$ cat config.mk
export PLATFORM = sky130hd
export DESIGN_NAME = traffic_status_uart
export DESIGN_NICKNAME = d
export VERILOG_FILES = /design/src/rtl/traffic_status_uart.sv
export SDC_FILE = /design/constraint.sdc
export NUM_CORES = 1
export LEC_CHECK = 0
export ABC_AREA = 1
export CAP_MARGIN = 10
export CORE_ASPECT_RATIO = 1.4
export CORE_MARGIN = 3
export CORE_UTILIZATION = 50
export CTS_CLUSTER_SIZE = 14
export DETAILED_ROUTE_END_ITERATION = 7
export DONT_BUFFER_PORTS = 1
export GPL_ROUTABILITY_DRIVEN = 0
export PLACE_DENSITY = 0.75
export SLEW_MARGIN = 0
export SYNTH_ARGS = -nofsm -noshare
export SYNTH_HDL_FRONTEND = slang
export SYNTH_SLANG_ARGS = --single-unit
$ cat constraint.sdc
create_clock -name clk -period 2.4 [get_ports clk]
set_input_delay 0.36 -clock clk [delete_from_list [all_inputs] [get_ports clk]]
set_output_delay 0.36 -clock clk [all_outputs]
set_load 0.01 [all_outputs]
$ cat src/rtl/traffic_status_uart.sv
// Telemetry stage: snapshots lamp vector and cycle count on change and sends a
// 5-byte status frame (sync, led, cnt_hi, cnt_lo, xor) over a UART 8N1 line.
module traffic_status_uart #(
  parameter int          CLKS_PER_BIT = 16,
  parameter logic [7:0]  SYNC_BYTE    = 8'hA5
) (
  input  logic        clk,
  input  logic        rst,
  input  logic [5:0]  led_state,
  input  logic [15:0] cycle_count,
  input  logic        tx_enable,
  output logic        uart_tx,
  output logic        busy,
  output logic [7:0]  frames_sent
);

  localparam int              CNT_W     = $clog2(CLKS_PER_BIT);
  localparam logic [CNT_W-1:0] LAST_TICK = CNT_W'(CLKS_PER_BIT - 1);

  typedef enum logic [1:0] {IDLE, START, DATA, STOP} state_t;

  state_t            r_state;
  logic [CNT_W-1:0]  r_tick;
  logic [2:0]        r_bit_idx;
  logic [2:0]        r_byte_idx;
  logic [5:0]        r_prev_led;
  logic [15:0]       r_prev_cnt;
  logic [5:0]        r_snap_led;
  logic [15:0]       r_snap_cnt;
  logic              r_pending;
  logic              r_tx;
  logic              r_busy;
  logic [7:0]        r_frames;

  logic              w_fire;
  logic              w_tick_done;
  logic [7:0]        w_b1;
  logic [7:0]        w_byte;

  assign w_fire      = ((led_state != r_prev_led) | (cycle_count != r_prev_cnt)) & tx_enable;
  assign w_tick_done = (r_tick == LAST_TICK);
  assign w_b1        = {2'b00, r_snap_led};

  always_comb begin
    // NOTE: default assignment before the case keeps this purely combinational (no latch).
    w_byte = SYNC_BYTE;
    case (r_byte_idx)
      3'd1:    w_byte = w_b1;
      3'd2:    w_byte = r_snap_cnt[15:8];
      3'd3:    w_byte = r_snap_cnt[7:0];
      3'd4:    w_byte = w_b1 ^ r_snap_cnt[15:8] ^ r_snap_cnt[7:0];
      default: w_byte = SYNC_BYTE;
    endcase
  end

  // NOTE: all state updates use non-blocking assignments so every register samples pre-edge values.
  always_ff @(posedge clk) begin
    if (!rst) begin
      r_state    <= IDLE;
      r_tick     <= '0;
      r_bit_idx  <= '0;
      r_byte_idx <= '0;
      r_prev_led <= '0;
      r_prev_cnt <= '0;
      r_snap_led <= '0;
      r_snap_cnt <= '0;
      r_pending  <= 1'b0;
      r_tx       <= 1'b1;
      r_busy     <= 1'b0;
      r_frames   <= '0;
    end else begin
      r_prev_led <= led_state;
      r_prev_cnt <= cycle_count;
      if (r_state != IDLE && w_fire) r_pending <= 1'b1;

      case (r_state)
        IDLE: begin
          if (w_fire) begin
            r_snap_led <= led_state;
            r_snap_cnt <= cycle_count;
            r_tick     <= '0;
            r_byte_idx <= '0;
            r_tx       <= 1'b0;
            r_busy     <= 1'b1;
            r_state    <= START;
          end
        end
        START: begin
          if (w_tick_done) begin
            r_tick    <= '0;
            r_bit_idx <= '0;
            r_tx      <= w_byte[0];
            r_state   <= DATA;
          end else begin
            r_tick <= r_tick + 1'b1;
          end
        end
        DATA: begin
          if (w_tick_done) begin
            r_tick <= '0;
            if (r_bit_idx == 3'd7) begin
              r_tx    <= 1'b1;
              r_state <= STOP;
            end else begin
              r_bit_idx <= r_bit_idx + 3'd1;
              r_tx      <= w_byte[r_bit_idx + 3'd1];
            end
          end else begin
            r_tick <= r_tick + 1'b1;
          end
        end
        STOP: begin
          if (w_tick_done) begin
            r_tick <= '0;
            if (r_byte_idx != 3'd4) begin
              r_byte_idx <= r_byte_idx + 3'd1;
              r_tx       <= 1'b0;
              r_state    <= START;
            end else begin
              r_frames   <= r_frames + 8'd1;
              r_byte_idx <= '0;
              // Coalesced follow-up frame carries the values present right now.
              if (r_pending | w_fire) begin
                r_snap_led <= led_state;
                r_snap_cnt <= cycle_count;
                r_pending  <= 1'b0;
                r_tx       <= 1'b0;
                r_state    <= START;
              end else begin
                r_tx    <= 1'b1;
                r_busy  <= 1'b0;
                r_state <= IDLE;
              end
            end
          end else begin
            r_tick <= r_tick + 1'b1;
          end
        end
        default: r_state <= IDLE;
      endcase
    end
  end

  assign uart_tx     = r_tx;
  assign busy        = r_busy;
  assign frames_sent = r_frames;

endmodule

==> summary.txt <==
Synthesis
  – Avg Cell Area, Syn: around 6.2 µm²
  – Largest family of logic cells by synthesized area: simple AND/OR/NAND/NOR gates
  – FFs w/ async S/R, synth: 0
  – Syn nets: 625
  – Post-synthesis compound-gate area fraction: 0.08948
  – Synth Cell Area: 3664 µm²
  – Adder-Cell Fraction of Synth Area: 0.04440
  – Multiplexer share of the synthesized area: 0
  – Most used DFF post-synth: dfxtp_1
  – Post-synth cell types: 30
  – Post-synthesis register bit count: 67
  – Post-Synthesis Cells: 587
  – Post-synth EDFFs: 0
  – Top-area cell type share of the netlist area: 0.3661
  – Largest area contributor in the netlist: dfxtp_1
  – Synth area leaders: dfxtp_1, nand2_1, inv_1
  – Post-synthesis xor/xnor area fraction: 0.007172
  – Post-Synth Simple-Gate Area: 0.3593
  – Seq/Total Area, Yosys: 0.3661
  – YS warnings: 0

Die
  – Die Wd: slightly below 80 µm
  – Initial core utilization: 0.5214
  – Die area: 8405 µm²
  – Row Count: 36
  – Core ar.: 7027 µm²
  – Die H: 107.3 µm
  – I/O pins: 35

Global routing
  – Largest net degree at the start of global routing: 57
  – Total gr overflow: 0
  – Initial antenna violation count: 0
  – Grt peak-use layer: met2
  – Number of global-route vias before repair: 3172
  – First-pass GRT wire length: ~14 mm
  – GRT Util Overall: 0.2018
  – Met1 GRT Util: 0.2270
  – Met3 Usage GRT: 0.04774
  – Met2 Use GR: 0.3572

Run
  – Number of max-cap violations: 0

Placement
  – # port buffers: 0
  – Final HPWL DP: 5.720 mm
  – Dpl ws: 0.3553 ns
  – Placed cell areas: 3691 µm²

STA
  – Setup Viol. Count Final: 0
  – Worst slew margin: 0.7292
  – Layout Skew: 0.01914 ns
  – Final Max Tran Viols: 0
  – Total Neg Setup Slack: 0 ns
  – Unrepaired setup endpoints after global routing: no
  – Final Cycle Share: 0.8548
  – Final worst path period need: 2.051 ns
  – F_max: 487.5 MHz
  – PnR worst setup slack: approximately 0.35 ns
  – Fin. Hold Viols: 0
  – Tightest Pin Transition: 0.4058 ns

Route
  – First-pass DRT Iterations: 4
  – Detailed-route via count: 3331
  – DR iter-0 viols: between 150 and 200
  – Wire per inst: around 11 µm
  – Post-DRT Antenna Nets: 0
  – Via density: 4.863
  – WL final: ~8 mm
  – DRC Markers: 0

Clock network
  – CTS max path bufs: 2
  – # clock sinks: 67
  – Setup Buffers After CTS: 0
  – Post-cts sizing count: 0
  – Worst skew pair latency: approximately 0.34 ns
  – Cts bufs inserted: 9
  – Hold Buf Count CTS: 0
  – Clock transition at the registers of the reported paths: 0.08 ns
  – TritonCTS clock tree: yes
  – H-tree level count: 3
  – CTS Root Cell: clkbuf_8

Min path
  – Hold crit path type: input port to register

Pwr
  – P_int: 2.579 mW
  – Net switching power: around 1.7 mW
  – Sequential power share: 0.377
  – VDD IR max: between 0.6 and 0.7 mV
  – Sw Ratio: 0.4022
  – Power density cells: 1099 nW/µm²
  – Combinational share of power: 0.374
  – Clock power frac: 0.249
  – Leak: 2.092 nW

Final layout
  – Layout cells sized above 1: 0.04576
  – Area growth, synth to finish: 7.138%
  – Final Cell Area: between 3000 and 4000 µm²
  – Nets@finish: 623
  – Commonest non-fill, non-tap cells in the layout: nand2_1, inv_1, nor2_1
  – # diodes: 0
  – Leading cell type in the layout, fill and taps excluded: nand2_1

Critical path
  – CP max FO: 11
  – Critical Path Sink Type: register
  – Crit Path Category: register to register
  – WP data arrival: 2.29 ns
  – Req. time, crit path: 2.64 ns
  – Startpoint Class: register

Outcome
  – Outcome: completed
## power groups by stage
stage	Sequential, mW	Clock (mW)	Combinational [mW]
floorplan	1.57	0	1.42
global placement	1.64	0	1.54
detailed placement	1.64	0	1.58
CTS	1.62	1.10	1.60
global route	1.66	1.14	1.89
finish	1.63	1.08	1.61
## cell usage after synthesis (2+ instances only)
master,count
a21oi_1,31
dfxtp_1,67
nand2_1,186
clkbuf_1,7
nor2_1,88
o21ai_0,27
nor3_1,10
nand2_4,3
nand3_1,27
inv_2,2
inv_1,103
buf_8,3
nor2_2,3
ha_1,13
xnor2_1,2
## worst max-delay path, cell delays in order, from the launching register on
cell,delay (ns)
dfxtp_1,0.38
inv_1,0.10
ha_1,0.20
nand2_1,0.18
inv_1,0.23
nor2_1,0.13
nand3_1,0.11
inv_1,0.11
nor2_1,0.06
nand3_1,0.10
nand2_1,0.05
inv_1,0.05
nand2_1,0.04
nand2_1,0.05
nand3_1,0.06
nand2_1,0.06
nand2_1,0.04
## flip-flops by register name (all words and copies together) (netlist names)
signal / cells
r_prev_cnt: 16
r_state: 2
busy: 1
frames_sent: 8
r_snap_led: 6
r_prev_led: 6
uart_tx: 1
r_tick: 4
r_snap_cnt: 16
r_bit_idx: 3
r_byte_idx: 3
r_pending: 1
## cells by family after synthesis
group,after synthesis
buffers and inverters,119
XOR/XNOR,3
AO/OA/AOI/OAI,63
adder cells (fa/ha/maj),13
AND/OR/NAND/NOR,322
flip-flops,67
## stage by stage
step / total power, mW / utilization / std cells / hold slack [ns]
after global placement: 3.182 / 0.5253 / 669 / 0.4547
after floorplan: 2.986 / - / 587 / 0.4475
after CTS: 4.319 / 0.5586 / 685 / 0.09565
final: 4.314 / 0.5586 / 685 / 0.1070
after global routing: 4.693 / 0.5586 / 685 / 0.09812
after detailed placement: 3.227 / 0.5253 / 669 / 0.4580
## final timing paths
path         slack (ns)  cells after the start           start             to
max                0.35                     16   r_byte_idx[0]        uart_tx
min                0.11                      2  cycle_count[1]  r_prev_cnt[1]
max reg2reg        0.35                     16   r_byte_idx[0]        uart_tx
min reg2reg        0.48                      2    r_bit_idx[1]   r_bit_idx[1]
## layout make-up
type | instances | area, µm²
fillers | 708 | 3102
multi-input cells | 401 | 1833
flip-flops and latches | 67 | 1341
inverters | 106 | 397.9
clock buffers | 11 | 151.4
well taps | 95 | 118.9
clock inverters | 5 | 82.58
## per-layer routing
layer	routed length [µm]	up-vias
li1	-	1770
met2	4018	74
met1	3232	1470
met5	0	-
met3	341	17
met4	198	0
(Power assumes the default switching activity.)
